$ cat src/rtl/exe_muldiv.sv
// RV32M multiply/divide execute unit: fixed-latency multiply, restoring divider
// (one quotient bit per cycle), pipeline stall until a one-cycle write-back.
module exe_muldiv #(
    parameter int unsigned DATA_WIDTH  = 32,
    parameter int unsigned RADDR_WIDTH = 5,
    parameter int unsigned MUL_LATENCY = 2
) (
    input  logic                   clk_i,
    input  logic                   rst_i,
    input  logic                   start_i,
    input  logic [2:0]             funct3_i,
    input  logic [DATA_WIDTH-1:0]  op1_i,
    input  logic [DATA_WIDTH-1:0]  op2_i,
    input  logic [RADDR_WIDTH-1:0] reg_waddr_i,
    input  logic                   flush_i,
    output logic                   busy_o,
    output logic                   stallreq_o,
    output logic                   valid_o,
    output logic [DATA_WIDTH-1:0]  result_o,
    output logic                   reg_we_o,
    output logic [RADDR_WIDTH-1:0] reg_waddr_o
);

    localparam int unsigned W        = DATA_WIDTH;
    localparam int unsigned PW       = 2 * DATA_WIDTH;
    localparam int unsigned CNT_MAX  = (W > MUL_LATENCY) ? W : MUL_LATENCY;
    localparam int unsigned CNT_W    = $clog2(CNT_MAX + 1);
    localparam int unsigned MUL_LAST = (MUL_LATENCY > 1) ? MUL_LATENCY - 2 : 0;
    localparam int unsigned DIV_LAST = W - 1;
    localparam logic [W-1:0] MOST_NEG = {1'b1, {(W-1){1'b0}}};

    typedef enum logic [1:0] {
        S_IDLE,
        S_MUL,
        S_DIV,
        S_DONE
    } state_t;

    state_t                 state_q, state_d;
    logic [1:0]             f3_q, f3_d;
    logic [W-1:0]           opa_q, opa_d;
    logic [W-1:0]           opb_q, opb_d;
    logic [W-1:0]           rem_q, rem_d;
    logic [CNT_W-1:0]       cnt_q, cnt_d;
    logic                   q_neg_q, q_neg_d;
    logic                   r_neg_q, r_neg_d;
    logic [W-1:0]           result_q, result_d;
    logic                   valid_q, valid_d;
    logic                   busy_q, busy_d;
    logic [RADDR_WIDTH-1:0] waddr_q, waddr_d;

    // Acceptance-time operand decode for the divider
    logic         in_signed;
    logic         op1_neg, op2_neg;
    logic [W-1:0] op1_mag, op2_mag;
    logic         div_zero, div_ovf;

    always_comb begin
        in_signed = ~funct3_i[0];
        op1_neg   = in_signed & op1_i[W-1];
        op2_neg   = in_signed & op2_i[W-1];
        op1_mag   = op1_neg ? (W'(0) - op1_i) : op1_i;
        op2_mag   = op2_neg ? (W'(0) - op2_i) : op2_i;
        div_zero  = (op2_i == {W{1'b0}});
        div_ovf   = in_signed & (op1_i == MOST_NEG) & (op2_i == {W{1'b1}});
    end

    // Multiplier reads the live inputs in IDLE so a latency of one still works
    logic [W-1:0]  mul_a, mul_b;
    logic [1:0]    mul_f3;
    logic [PW-1:0] mul_a_ext, mul_b_ext, mul_prod;
    logic [W-1:0]  mul_res;

    always_comb begin
        mul_a     = (state_q == S_IDLE) ? op1_i : opa_q;
        mul_b     = (state_q == S_IDLE) ? op2_i : opb_q;
        mul_f3    = (state_q == S_IDLE) ? funct3_i[1:0] : f3_q;
        mul_a_ext = ((mul_f3 != 2'b11) && mul_a[W-1]) ? {{W{1'b1}}, mul_a} : {{W{1'b0}}, mul_a};
        mul_b_ext = ((mul_f3 == 2'b01) && mul_b[W-1]) ? {{W{1'b1}}, mul_b} : {{W{1'b0}}, mul_b};
        mul_prod  = mul_a_ext * mul_b_ext;
        mul_res   = (mul_f3 == 2'b00) ? mul_prod[W-1:0] : mul_prod[PW-1:W];
    end

    // One restoring step: opa_q shifts dividend bits out and quotient bits in
    logic [W:0]   rem_sh, rem_diff;
    logic         take;
    logic [W-1:0] rem_nx, quo_nx, quo_fix, rem_fix;

    always_comb begin
        rem_sh   = {rem_q, opa_q[W-1]};
        rem_diff = rem_sh - {1'b0, opb_q};
        take     = ~rem_diff[W];
        rem_nx   = take ? rem_diff[W-1:0] : rem_sh[W-1:0];
        quo_nx   = {opa_q[W-2:0], take};
        quo_fix  = q_neg_q ? (W'(0) - quo_nx) : quo_nx;
        rem_fix  = r_neg_q ? (W'(0) - rem_nx) : rem_nx;
    end

    // Next-state and datapath updates
    always_comb begin
        state_d  = state_q;
        f3_d     = f3_q;
        opa_d    = opa_q;
        opb_d    = opb_q;
        rem_d    = rem_q;
        cnt_d    = cnt_q;
        q_neg_d  = q_neg_q;
        r_neg_d  = r_neg_q;
        result_d = result_q;
        waddr_d  = waddr_q;
        valid_d  = 1'b0;
        busy_d   = 1'b0;

        if (flush_i) begin
            state_d = S_IDLE;
        end else begin
            case (state_q)
                S_IDLE: begin
                    if (start_i) begin
                        f3_d    = funct3_i[1:0];
                        waddr_d = reg_waddr_i;
                        cnt_d   = '0;
                        if (!funct3_i[2]) begin
                            opa_d = op1_i;
                            opb_d = op2_i;
                            if (MUL_LATENCY == 1) begin
                                state_d  = S_DONE;
                                valid_d  = 1'b1;
                                result_d = mul_res;
                            end else begin
                                state_d = S_MUL;
                            end
                        end else if (div_zero) begin
                            state_d  = S_DONE;
                            valid_d  = 1'b1;
                            result_d = funct3_i[1] ? op1_i : {W{1'b1}};
                        end else if (div_ovf) begin
                            state_d  = S_DONE;
                            valid_d  = 1'b1;
                            result_d = funct3_i[1] ? {W{1'b0}} : op1_i;
                        end else begin
                            opa_d   = op1_mag;
                            opb_d   = op2_mag;
                            rem_d   = '0;
                            q_neg_d = op1_neg ^ op2_neg;
                            r_neg_d = op1_neg;
                            state_d = S_DIV;
                        end
                    end
                end
                S_MUL: begin
                    if (cnt_q == CNT_W'(MUL_LAST)) begin
                        state_d  = S_DONE;
                        valid_d  = 1'b1;
                        result_d = mul_res;
                    end else begin
                        cnt_d = cnt_q + CNT_W'(1);
                    end
                end
                S_DIV: begin
                    opa_d = quo_nx;
                    rem_d = rem_nx;
                    if (cnt_q == CNT_W'(DIV_LAST)) begin
                        state_d  = S_DONE;
                        valid_d  = 1'b1;
                        result_d = f3_q[1] ? rem_fix : quo_fix;
                    end else begin
                        cnt_d = cnt_q + CNT_W'(1);
                    end
                end
                S_DONE: begin
                    state_d = S_IDLE;
                end
                default: begin
                    state_d = S_IDLE;
                end
            endcase
        end

        busy_d = (state_d == S_MUL) || (state_d == S_DIV);
    end

    // State register with synchronous reset
    always_ff @(posedge clk_i) begin
        if (rst_i) begin
            state_q  <= S_IDLE;
            f3_q     <= '0;
            opa_q    <= '0;
            opb_q    <= '0;
            rem_q    <= '0;
            cnt_q    <= '0;
            q_neg_q  <= 1'b0;
            r_neg_q  <= 1'b0;
            result_q <= '0;
            valid_q  <= 1'b0;
            busy_q   <= 1'b0;
            waddr_q  <= '0;
        end else begin
            state_q  <= state_d;
            f3_q     <= f3_d;
            opa_q    <= opa_d;
            opb_q    <= opb_d;
            rem_q    <= rem_d;
            cnt_q    <= cnt_d;
            q_neg_q  <= q_neg_d;
            r_neg_q  <= r_neg_d;
            result_q <= result_d;
            valid_q  <= valid_d;
            busy_q   <= busy_d;
            waddr_q  <= waddr_d;
        end
    end

    assign stallreq_o  = start_i & (state_q != S_DONE) & ~flush_i;
    assign busy_o      = busy_q;
    assign valid_o     = valid_q;
    assign reg_we_o    = valid_q;
    assign result_o    = result_q;
    assign reg_waddr_o = waddr_q;

endmodule

$ cat config.mk
export PLATFORM = sky130hd
export DESIGN_NAME = exe_muldiv
export DESIGN_NICKNAME = d
export VERILOG_FILES = /design/src/rtl/exe_muldiv.sv
export SDC_FILE = /design/constraint.sdc
export NUM_CORES = 2
export LEC_CHECK = 0
export ABC_AREA = 1
export BUFFER_PORTS_ARGS = -buffer_cell sky130_fd_sc_hd__buf_4
export CORE_MARGIN = 2
export CORE_UTILIZATION = 36
export CTS_CLUSTER_SIZE = 30
export DETAILED_ROUTE_END_ITERATION = 10
export PLACE_DENSITY = 0.6
export SLEW_MARGIN = 15
export SYNTH_ARGS = -nofsm -noshare
export SYNTH_HDL_FRONTEND = slang
export SYNTH_SLANG_ARGS = --single-unit
$ cat constraint.sdc
create_clock -name clk_i -period 34.9 [get_ports clk_i]
set_input_delay 6.98 -clock clk_i [delete_from_list [all_inputs] [get_ports clk_i]]
set_output_delay 6.98 -clock clk_i [all_outputs]
set_load 0.02 [all_outputs]
# Yosys cells after proc, flatten, opt, wreduce, memory -nomap -nowiden
# Cells that the tools add are included.
dict set report classes {
  reduce_logical 17
  bitwise 12
  eq_ne 24
  add_sub_neg 6
  mux 53
  multipliers 1
}
# op n
set ops {}
lappend ops {{$mux 32} 28}
lappend ops {{$mux 64} 2}
lappend ops {{$pmux 32 s2} 2}
lappend ops {{$sub 1x32->32 const A} 4}
lappend ops {{$pmux 32 s3} 1}
lappend ops {{$eq 32x32->1 const B} 2}
lappend ops {{$mul 64x64->64} 1}
lappend ops {{$sub 33x32->33} 1}
lappend ops {{$logic_not 32->1} 1}
lappend ops {{$ne 2x2->1 const B} 12}
lappend ops {{$mux 6} 3}
lappend ops {{$pmux 6 s3} 1}
lappend ops {{$reduce_and 5->1} 3}
lappend ops {{$mux 2} 6}
lappend ops {{$reduce_and 6->1} 2}
lappend ops {{$ne 3x3->1 const B} 3}
lappend ops {{$mux 1} 8}
lappend ops {{$pmux 2 s4} 1}
lappend ops {{$reduce_and 7->1} 1}
lappend ops {{$add 6x1->6 const B} 1}
lappend ops {{$and 1x1->1} 6}
lappend ops {{$eq 2x1->1 const B} 3}
lappend ops {{$eq 2x2->1 const B} 3}
lappend ops {{$eq 6x5->1 const B} 1}
lappend ops {{other kinds (11)} 17}
dict set report totals {
  regBits 147
  word_cells 125
  input_bits 76
}

# Longest topological paths before layout
dict set report depth {
  word_depth 11
  depth_mapped 52
  depth_no_buf 51
}

# Least setup slack after synthesis
# Ideal clock, no wire load.
dict set report synth_timing {
  kind {input -> register}
  from {input funct3_i[0]}
  to {register result_q[30] (netlist: result_o[30])}
  required_ps 34832
  stages 40
  path_buffers 1
  arrival_ps 15687
  slack_ps 19145
  cell_sequence {inv_1 nand2_1 o21ai_0 nor2_1 nor2_1 buf_2 inv_1 nor2_1 fa_1 inv_1 fa_1 inv_1 fa_1 inv_1 fa_1 inv_1 fa_1 fa_1 (+4 left out) fa_1 inv_1 fa_1 inv_1 ha_1 inv_1 nor3_1 nand2_1 nor2_1 inv_1 o221a_2 nand2_1 a21oi_1 o21ai_0 a21oi_1 nand2_1 nand2_1 a21oi_2}
}
dict set report synth_between {
  elab_chain_cells 8
}
# item line_no
set synth_lines {}
lappend synth_lines {{from (decl)} 11} ;# input logic [2:0] funct3_i,
lappend synth_lines {{$mux 2} 77} ;# mul_f3 = (state_q == S_IDLE) ? funct3_i[1:0] : f3_q;
lappend synth_lines {{$ne 2x2->1 or $eq 2x1->1 (tied branches)} {78, 79}}
lappend synth_lines {{$logic_and 1x1->1 (on tied branches)} {78, 79}}
lappend synth_lines {{$mux 64 (on tied branches)} {78, 79}}
lappend synth_lines {{$mul 64x64->64} 80} ;# mul_prod = mul_a_ext * mul_b_ext;
lappend synth_lines {{$mux 32} 81} ;# mul_res = (mul_f3 == 2'b00) ? mul_prod[W-1:0] : mul_prod[PW-1:W];
lappend synth_lines {{$mux 32} 152} ;# if (cnt_q == CNT_W'(MUL_LAST)) begin
lappend synth_lines {{$pmux 32 s3} 117} ;# case (state_q)
lappend synth_lines {{to (signal assigned)} 207} ;# result_q <= result_d;
lappend synth_lines {{to (decl)} 47} ;# logic [W-1:0] result_q, result_d;
# Parallel ways exist; a longest one is shown, timed or not. The select of a mux whose other input is x is not followed.
# A chain may end at the register's enable or synchronous reset.

# Final worst setup path
dict set report layout_timing {
  from {input funct3_i[1]}
  to {register result_q[22] (netlist: result_o[22])}
}
dict set report layout_between {
  elab_chain_cells 8
}
# item line_no
set layout_lines {}
lappend layout_lines {{$mux 2} 77}
lappend layout_lines {{$ne 2x2->1 or $eq 2x1->1 (tied branches)} {78, 79}}
lappend layout_lines {{$logic_and 1x1->1 (on tied branches)} {78, 79}}
lappend layout_lines {{$mux 64 (on tied branches)} {78, 79}}
lappend layout_lines {{$mul 64x64->64} 80}
lappend layout_lines {{$mux 32} 81}
lappend layout_lines {{$mux 32} 152}
lappend layout_lines {{$pmux 32 s3 *} 117}
# Every way passes the cells marked *; elsewhere a longest branch is shown, timed or not. The select of a mux whose other input is x is not followed.

==> results by group <==
Synthesis
  • Count leader, synth: inv_1
  • Post-Syn Area: 62,000 um^2
  • Gate Count Post-Synth: about 8,100
  • Sequential area share after synthesis: around 4.7%
  • Area share of the largest cell type after synthesis: 46.0%
  • Avg Cell Area, Syn: 7.68 um^2
  • Post-Syn Nets: just under 10,000
  • Top post-synthesis cells by area: fa_1 (46%), inv_1 (12%), nand2_1 (9.1%)
  • Top FF cell, synth: dfxtp_1
  • Yosys reg bits: 147
  • Cell variety after synth: 59
  • Synth area leader: fa_1
  • Synth cell count leaders: inv_1 (2,045), nand2_1 (1,498), fa_1 (1,424), nor2_1 (858), ha_1 (349)
  • Warnings, synthesis: 0
  • FFs w/ async S/R, synth: 0%
  • Post-synth EDFFs: 0

Detailed routing
  • DRT antenna net count: 0
  • Via density per instance: 5.22
  • DRC violations left: 0
  • Detailed-route via count: 54,112
  • Routed WL per cell: 24.9 um
  • 1st-pass router iterations: 9
  • Detailed Route WL: 258,000 um
  • DRT iter0 DRCs: 5,707

Timing
  • RSZ-0062 raised after global routing: false
  • Setup Viol. Count Final: 0
  • Hold Fails Final Rpt: 0
  • Fin crit period: approximately 18,000 ps
  • Fmax: 0.0559 GHz
  • Fin. max-slew vios: 0
  • Worst Skew: between 20 and 25 ps
  • Final period util: about half
  • Worst-margin pin slew: 1260 ps
  • Normalized max-slew margin: 15.5%
  • Setup tns final: 0 ps

Critical path
  • Crit. End Element: flip-flop
  • Crit-path leading delay family: adder cells
  • Kind of critical path: input pin to flip-flop
  • CP max stage delay: 990 ps
  • CP most frequent cell: inv_1
  • Worst Path Required: 35,300 ps
  • CP Max Fanout: between 40 and 50
  • Slowest CP cell: fa_1
  • Worst Setup Start Kind: input pin
  • Crit path arrival time: roughly 18,000 ps
  • Buf+Inv Stages, Crit Path: 15

Die
  • DIE AREA: ~180,000 um^2
  • CORE AREA: between 150,000 and 200,000 um^2
  • Die H: 419 um
  • Initial core utilization: 36.2%
  • Row count: between 150 and 200
  • Die X: 419 um
  • I/O Pins: 117

Global route
  • Total track usage: 30.0%
  • Largest net degree at the start of global routing: 66
  • Via count of the first global-routing pass: 55,996
  • Initial antenna violation count: 18
  • First-pass GRT wire length: 380,000 um
  • Grt ovf: 0

Clocking
  • CTS H-Tree Depth: 4
  • CTS Buf Count: 17
  • CTS resizes: 0
  • Clock Path Buffers: 2
  • Worst-path clk slew: ~80 ps
  • Clock sink total: 147
  • Setup bufs post-CTS: 0
  • Clock latency at the later pin of the worst-skew pair: 480 ps
  • Hold_buf cts: 0
  • CTS tree: yes
  • CTS root buf: clkbuf_16

Outcome
  • Status: completed

Flow run
  • Max Cap Viol: 0

Place
  • Gpl congestion: 1.03
  • Post-DP Area: 65,700 um^2
  • IO Port Bufs: 116
  • Post-DP HPWL: between 200,000 and 250,000 um

Finish
  • P&R area growth vs syn: 6.96%
  • Design area: 66,300 um^2
  • Finished Core Util: 38.7%
  • Layout cells sized above 1: roughly 5.4%
  • Fin nets: 9,878

Hold path
  • Min-delay worst type: flip-flop to flip-flop
-- state kept, by name, summed over array words and instances (netlist names) --
signal and count:
busy_o 1, opa_q 32, f3_q 2, q_neg_q 1, rem_q 32, reg_we_o 1, result_o 32, reg_waddr_o 5
state_q 2, r_neg_q 1, cnt_q 6, opb_q 32
-- tightest hold or removal path, cell delays in order, from the launching register on --
cell and delay (ps):
dfxtp_1 320, nand2_1 60, a21oi_1 50
-- logic make-up (layout without fill, tap and decap cells) --
family / count (synthesis) / after routing / share of synthesized area, %
other: 0 / 5 / 0
DFF: 147 / 147 / 4.75
buffers and inverters: 2384 / 2358 / 14.6
adders and majority gates: 1773 / 1773 / 53.0
AOI/OAI and AO/OA: 816 / 816 / 7.29
and+or+nand+nor: 2820 / 2820 / 18.5
xor gates and xnor gates: 128 / 128 / 1.82
-- worst paths after layout --
path                                 start                         to  slack [ps]  depth (start not counted)
hold / removal    result_o[6]$_SDFFE_PP0P_   result_o[6]$_SDFFE_PP0P_         470                          2
hold reg to reg   result_o[6]$_SDFFE_PP0P_   result_o[6]$_SDFFE_PP0P_         470                          2
setup / recovery               funct3_i[1]  result_o[22]$_SDFFE_PP0P_       17020                         46
setup reg to reg     state_q[0]$_SDFF_PP0_  result_o[22]$_SDFFE_PP0P_       22490                         43
-- layer usage --
layer  wire length (um)  part of all wire, %  vias to the layer above  track usage [%]
met5                 97                0.038                        -                0
met4              20100                  7.8                       14             18.4
met3              23200                  9.0                      668             5.63
met2             116000                   45                     2640             47.6
met1              98000                   38                    27157             37.7
li1                   -                    -                    23633                -
-- cell usage in the layout, fill, tap and decap left out, types with 42 or more instances in the layout --
master   count
a21oi_1    330
a31oi_1     42
buf_4      242
dfxtp_1    147
fa_1      1424
ha_1       347
inv_1     2044
nand2_1   1496
nand3_1    254
nand4_1     44
nor2_1     857
nor3_1      57
o21ai_0    246
o21ai_2     48
xor2_1      86
-- per-stage QoR --
| step | hold WS [ps] | setup WS, ps | std cells |
|---|---|---|---|
| finish | 470 | 17020 | 10357 |
| global route | 496 | 16270 | 10354 |
| CTS | 471 | 17080 | 10352 |
| detailed placement | 459 | 16600 | 10320 |
| global placement | 460 | 16740 | 10320 |
| floorplan | 449 | 19150 | 8068 |
-- final cells by class --
type / instances / area (um^2)
multi-input combinational: 5537 / 50200
clock buffer: 17 / 425
antenna: 5 / 12.5
inverter: 2084 / 7820
sequential: 147 / 2940
clock inverter: 15 / 163
fill: 17852 / 105000
timing repair buffer: 242 / 1820
tap: 2310 / 2890
Power is not shown: default switching activity piles up to over one toggle a cycle in this logic, so the estimate is an artifact.
